--- config.mk ---
export PLATFORM = sky130hd
export DESIGN_NAME = rv32i_mem_arbiter
export DESIGN_NICKNAME = d
export VERILOG_FILES = /design/src/rtl/rv32i_mem_pkg.sv /design/src/rtl/rv32i_prio_sel.sv /design/src/rtl/rv32i_mem_arbiter.sv
export SDC_FILE = /design/constraint.sdc
export NUM_CORES = 1
export LEC_CHECK = 0
export ABC_AREA = 1
export BUFFER_PORTS_ARGS = -buffer_cell sky130_fd_sc_hd__buf_2
export CAP_MARGIN = 20
export CORE_AREA = 2 2 107 109
export CTS_BUF_LIST = sky130_fd_sc_hd__clkbuf_8
export CTS_CLUSTER_SIZE = 16
export DETAILED_ROUTE_END_ITERATION = 12
export DIE_AREA = 0 0 109 111
export PLACE_DENSITY_LB_ADDON = 0.12
export RECOVER_POWER = 100
export SKIP_CTS_REPAIR_TIMING = 1
export SLEW_MARGIN = 0
export SYNTH_ARGS = -nofsm -noshare
export SYNTH_HDL_FRONTEND = slang
export SYNTH_SLANG_ARGS = --single-unit
--- constraint.sdc ---
create_clock -name clk -period 1.6 [get_ports clk]
set_input_delay 0.08 -clock clk [delete_from_list [all_inputs] [get_ports clk]]
set_output_delay 0.08 -clock clk [all_outputs]
set_load 0.005 [all_outputs]
--- src/rtl/rv32i_mem_pkg.sv ---
// Shared types and default widths for the rv32i IF/LS memory arbiter.
package rv32i_mem_pkg;
  localparam int DEF_ADDR_W = 32;
  localparam int DEF_DATA_W = 32;

  typedef enum logic {ST_IDLE = 1'b0, ST_BUSY = 1'b1} state_e;
  typedef enum logic {OWN_IF  = 1'b0, OWN_LS  = 1'b1} owner_e;
endpackage

--- src/rtl/rv32i_prio_sel.sv ---
// Two-way fixed-priority select: LS beats IF unless IF has been starved.
module rv32i_prio_sel (
  input  logic if_req,
  input  logic ls_req,
  input  logic starve_hit,
  output logic gnt_if,
  output logic gnt_ls
);
  logic w_if_override;

  assign w_if_override = starve_hit & if_req;
  assign gnt_ls        = ls_req & ~w_if_override;
  assign gnt_if        = if_req & (~ls_req | starve_hit);
endmodule

--- src/rtl/rv32i_mem_arbiter.sv ---
// Single-port memory arbiter between the rv32i fetch (IF) and load/store (LS)
// ports: one outstanding transaction, LS priority with an IF starvation guard.
module rv32i_mem_arbiter
  import rv32i_mem_pkg::*;
#(
  parameter int ADDR_W     = DEF_ADDR_W,
  parameter int DATA_W     = DEF_DATA_W,
  parameter int MEM_LAT    = 1,
  parameter int STARVE_MAX = 4
) (
  input  logic                clk,
  input  logic                reset_n,
  input  logic                if_req,
  input  logic [ADDR_W-1:0]   if_addr,
  output logic                if_gnt,
  output logic                if_rvalid,
  output logic [DATA_W-1:0]   if_rdata,
  input  logic                ls_req,
  input  logic                ls_we,
  input  logic [DATA_W/8-1:0] ls_be,
  input  logic [ADDR_W-1:0]   ls_addr,
  input  logic [DATA_W-1:0]   ls_wdata,
  output logic                ls_gnt,
  output logic                ls_rvalid,
  output logic [DATA_W-1:0]   ls_rdata,
  output logic                mem_en,
  output logic                mem_we,
  output logic [DATA_W/8-1:0] mem_be,
  output logic [ADDR_W-1:0]   mem_addr,
  output logic [DATA_W-1:0]   mem_wdata,
  input  logic [DATA_W-1:0]   mem_rdata
);
  localparam logic [2:0] LAT_INIT  = 3'(MEM_LAT - 1);
  localparam logic [3:0] STARVE_TH = 4'(STARVE_MAX);

  state_e     r_state,      w_state_nxt;
  owner_e     r_owner,      w_owner_nxt;
  logic [2:0] r_lat_cnt,    w_lat_cnt_nxt;
  logic [3:0] r_starve_cnt, w_starve_cnt_nxt;
  logic       r_owner_we,   w_owner_we_nxt;

  logic w_resp, w_window, w_starve_hit;

  // Grants are masked while reset is held so every output reads 0 immediately.
  assign w_resp       = (r_state == ST_BUSY) && (r_lat_cnt == 3'd0);
  assign w_window     = reset_n && ((r_state == ST_IDLE) || w_resp);
  assign w_starve_hit = (r_starve_cnt >= STARVE_TH);

  rv32i_prio_sel u_prio_sel (
    .if_req     (if_req & w_window),
    .ls_req     (ls_req & w_window),
    .starve_hit (w_starve_hit),
    .gnt_if     (if_gnt),
    .gnt_ls     (ls_gnt)
  );

  assign if_rvalid = w_resp && (r_owner == OWN_IF);
  assign ls_rvalid = w_resp && (r_owner == OWN_LS);
  assign if_rdata  = if_rvalid ? mem_rdata : '0;
  assign ls_rdata  = (ls_rvalid && !r_owner_we) ? mem_rdata : '0;

  always_comb begin
    mem_en    = 1'b0;
    mem_we    = 1'b0;
    mem_be    = '0;
    mem_addr  = '0;
    mem_wdata = '0;
    if (ls_gnt) begin
      mem_en    = 1'b1;
      mem_we    = ls_we;
      mem_be    = ls_be;
      mem_addr  = ls_addr;
      mem_wdata = ls_wdata;
    end else if (if_gnt) begin
      mem_en   = 1'b1;
      mem_addr = if_addr;
    end
  end

  always_comb begin
    w_state_nxt      = r_state;
    w_owner_nxt      = r_owner;
    w_lat_cnt_nxt    = r_lat_cnt;
    w_owner_we_nxt   = r_owner_we;
    w_starve_cnt_nxt = r_starve_cnt;
    if (if_gnt || ls_gnt) begin
      w_state_nxt    = ST_BUSY;
      w_owner_nxt    = ls_gnt ? OWN_LS : OWN_IF;
      w_owner_we_nxt = ls_gnt && ls_we;
      w_lat_cnt_nxt  = LAT_INIT;
    end else if (r_state == ST_BUSY && r_lat_cnt != 3'd0) begin
      w_lat_cnt_nxt = r_lat_cnt - 3'd1;
    end else if (w_resp) begin
      w_state_nxt = ST_IDLE;
    end
    // IF only accrues starvation when it actually lost a window to LS.
    if (if_gnt)
      w_starve_cnt_nxt = 4'd0;
    else if (w_window && if_req && ls_gnt && r_starve_cnt != 4'hF)
      w_starve_cnt_nxt = r_starve_cnt + 4'd1;
  end

  always_ff @(posedge clk or negedge reset_n) begin
    if (!reset_n) begin
      r_state      <= ST_IDLE;
      r_owner      <= OWN_IF;
      r_lat_cnt    <= 3'd0;
      r_starve_cnt <= 4'd0;
      r_owner_we   <= 1'b0;
    end else begin
      r_state      <= w_state_nxt;
      r_owner      <= w_owner_nxt;
      r_lat_cnt    <= w_lat_cnt_nxt;
      r_starve_cnt <= w_starve_cnt_nxt;
      r_owner_we   <= w_owner_we_nxt;
    end
  end
endmodule

==> flow_summary.ini <==
[outcome]
outcome = complete, but fails checks
violations = negative setup slack

[pwr]
powerDensity_nw_per_um2 = 376
p_seq_frac = 0.189
p_leak_nw = 2.72
power_switching_mw = 0.537
switching_share = 0.368
power_mw = 1.46
clockPowerShare = 0.219
irDropWorstVdd_mv = 0.204
comb_power_share = 0.592
p_int_mw = 0.921

[floorplanning]
initial_core_util = 0.159
die_y_microns = 111
io_pins = 275
die_area_sq_um = 12100
die_x_microns = 109
rows = 39
core_sq_um = 11100

[logic_synthesis]
syn_area_sq_um = 1760
synth_cells = 355
synth_cell_types = 22
synthAdderAreaFrac = 0.0213
ys_seq_area_frac = 0.142
yosys.area_share.simple = 0.577
synth-edff-count = 0
synth_area_per_cell_sq_um = 4.97
synth-xor-area-share = 0
muxShareOfSynthArea = 0
synth_seq_cells = 10
synth_nets = 495
synth_compound_area_frac = 0.00852
synth_flop_cell = dfrtp_1
synth_warnings = 0
synth_top_family_by_area = simple AND/OR/NAND/NOR gates
async_reset_ff_frac = 1.00

[sta]
fin_crit_sh = 1.15
setup-violations-final = 136
hold_violations = 0
fin_worst_skew_ps = 2.86
tightest_slew_ps = 324
grt_setup_unrepaired = true
timing.final.ws_setup_ps = -238
whs_ps = 66.0
slew_headroom = 0.783
min_period_ps = 1840
finalMaxSlewViolations = 0
max_freq_mhz = 544

[grt]
grt_usage = 0.107
grt_max_degree = 37
grt_pass1_wl_microns = 10700
first_global_vias = 2461
grt-ovfl-total = 0
antenna_found_initial = 0

[final_layout]
drive_above_1_share = 0.561
layout-area-overhead-vs-synth_pct = 120
diodes = 0
nets = 785

[clock_tree]
htreeDepth = 1
clk_latency_ps = 240
clk_pin_slew_ps = 50
numCtsBuffers = 3
cts_root_buffer = clkbuf_8
clk_path_buf_depth = 2
cts_tree = done
numClockSinks = 10

[drt]
num_vias = 3086
drc = 0
drtIter0Drc = 70
wire_per_inst_microns = 10.9
ant_nets = 0
via_per_inst = 3.92
drt-total-wl_microns = 8610
dr.pass1.iters = 6

[run]
max_cap_violations = 0

[setup_path]
worstSetupPathType = reg -> out
cp-end-kind = primary output
arrival_ps = 1760
crit_required_ps = 1520
path_max_fanout = 8
start_kind = flop

[placement]
port_buffers = 274
routabilityCongestion = 0.721
hpwl_microns = 6260

[min_path]
hp-class = in -> reg
kinds of logic after synthesis:
group | Yosys count
AND/OR/NAND/NOR | 236
adder cells (fa/ha/maj) | 3
buffers and inverters | 104
flip-flops | 10
AO/OA/AOI/OAI | 2
registers in the layout, indices dropped and copies added (netlist names):
name / count
r_lat_cnt: 3
r_owner: 1
r_owner_we: 1
r_starve_cnt: 4
r_state: 1
power groups by stage:
stage / clock network (mW) / registers [mW] / logic, mW
after detailed placement: 0 / 0.280 / 0.714
after CTS: 0.328 / 0.276 / 0.716
after floorplan: 0 / 0.277 / 0.308
final: 0.319 / 0.276 / 0.864
after global placement: 0 / 0.280 / 0.715
after global routing: 0.347 / 0.279 / 0.955
cells in the final DEF, fill, tap and decap left out, drive strengths merged:
master	count
buf	295
nor2	109
nand2	85
inv	85
nand3	37
clkbuf	12
dfrtp	10
nand4	3
ha	3
o211ai	1
or2	1
nor3	1
o21a	1
dlygate4sd3	1
through the flow:
| stage | area [sq um] | utilization | instances | setup TNS (ps) | setup WS (ps) |
|---|---|---|---|---|---|
| 2_1_floorplan | 1760 | - | 355 | 0 | 124 |
| 3_3_place_gp | 3360 | 0.304 | 766 | -3.37 | -3.37 |
| 3_5_place_dp | 3360 | 0.304 | 766 | -20.2 | -20.2 |
| 4_1_cts | 3420 | 0.308 | 770 | -24870 | -276 |
| 5_1_grt | 3880 | 0.351 | 787 | -36000 | -324 |
| 6_report | 3880 | 0.351 | 787 | -18830 | -238 |
synthesized netlist by cell type, types with 2 or more instances:
cell type,count,area [sq um]
nor2_1,96,360
nand4_1,3,18.8
nand2_1,83,312
dfrtp_1,10,250
inv_1,83,312
buf_6,5,56.3
buf_2,9,45.0
clkbuf_1,4,15.0
inv_2,2,7.51
ha_1,3,37.5
nor2_2,11,68.8
nand3_1,36,180
final cells by class:
type,count,area (sq um)
well taps,143,179
clock buffers,4,55.1
fillers,1227,7190
flip-flops and latches,10,250
inverters,85,324
multi-input cells,241,1240
repair buffers,304,1830
worst paths after layout:
path / start / to / slack [ps] / cells past startpoint
max: r_lat_cnt[0] / ls_rdata[13] / -240 / 8
min: ls_we / r_owner_we / 70 / 3
max reg2reg: r_lat_cnt[0] / r_starve_cnt[1] / 90 / 11
min reg2reg: r_starve_cnt[3] / r_starve_cnt[3] / 470 / 2
max in group asynchronous: reset_n / r_lat_cnt[2] / 800 / 3
min in group asynchronous: reset_n / r_starve_cnt[2] / 430 / 2
worst max-delay path, stage by stage (launching register included):
cell	delay, ps
dfrtp_1	390
inv_2	80
ha_4	130
buf_6	80
nand4_1	90
or2_4	320
clkbuf_16	180
nor2_1	110
buf_2	130
metal layers:
layer / up-vias / wire, microns / track usage
met5: - / 0 / 0
met4: 0 / 30 / 0.0128
met3: 6 / 867 / 0.0253
met2: 158 / 4810 / 0.222
met1: 1323 / 2900 / 0.105
li1: 1599 / - / -
No activity file was read; power rests on OpenSTA's default activity.
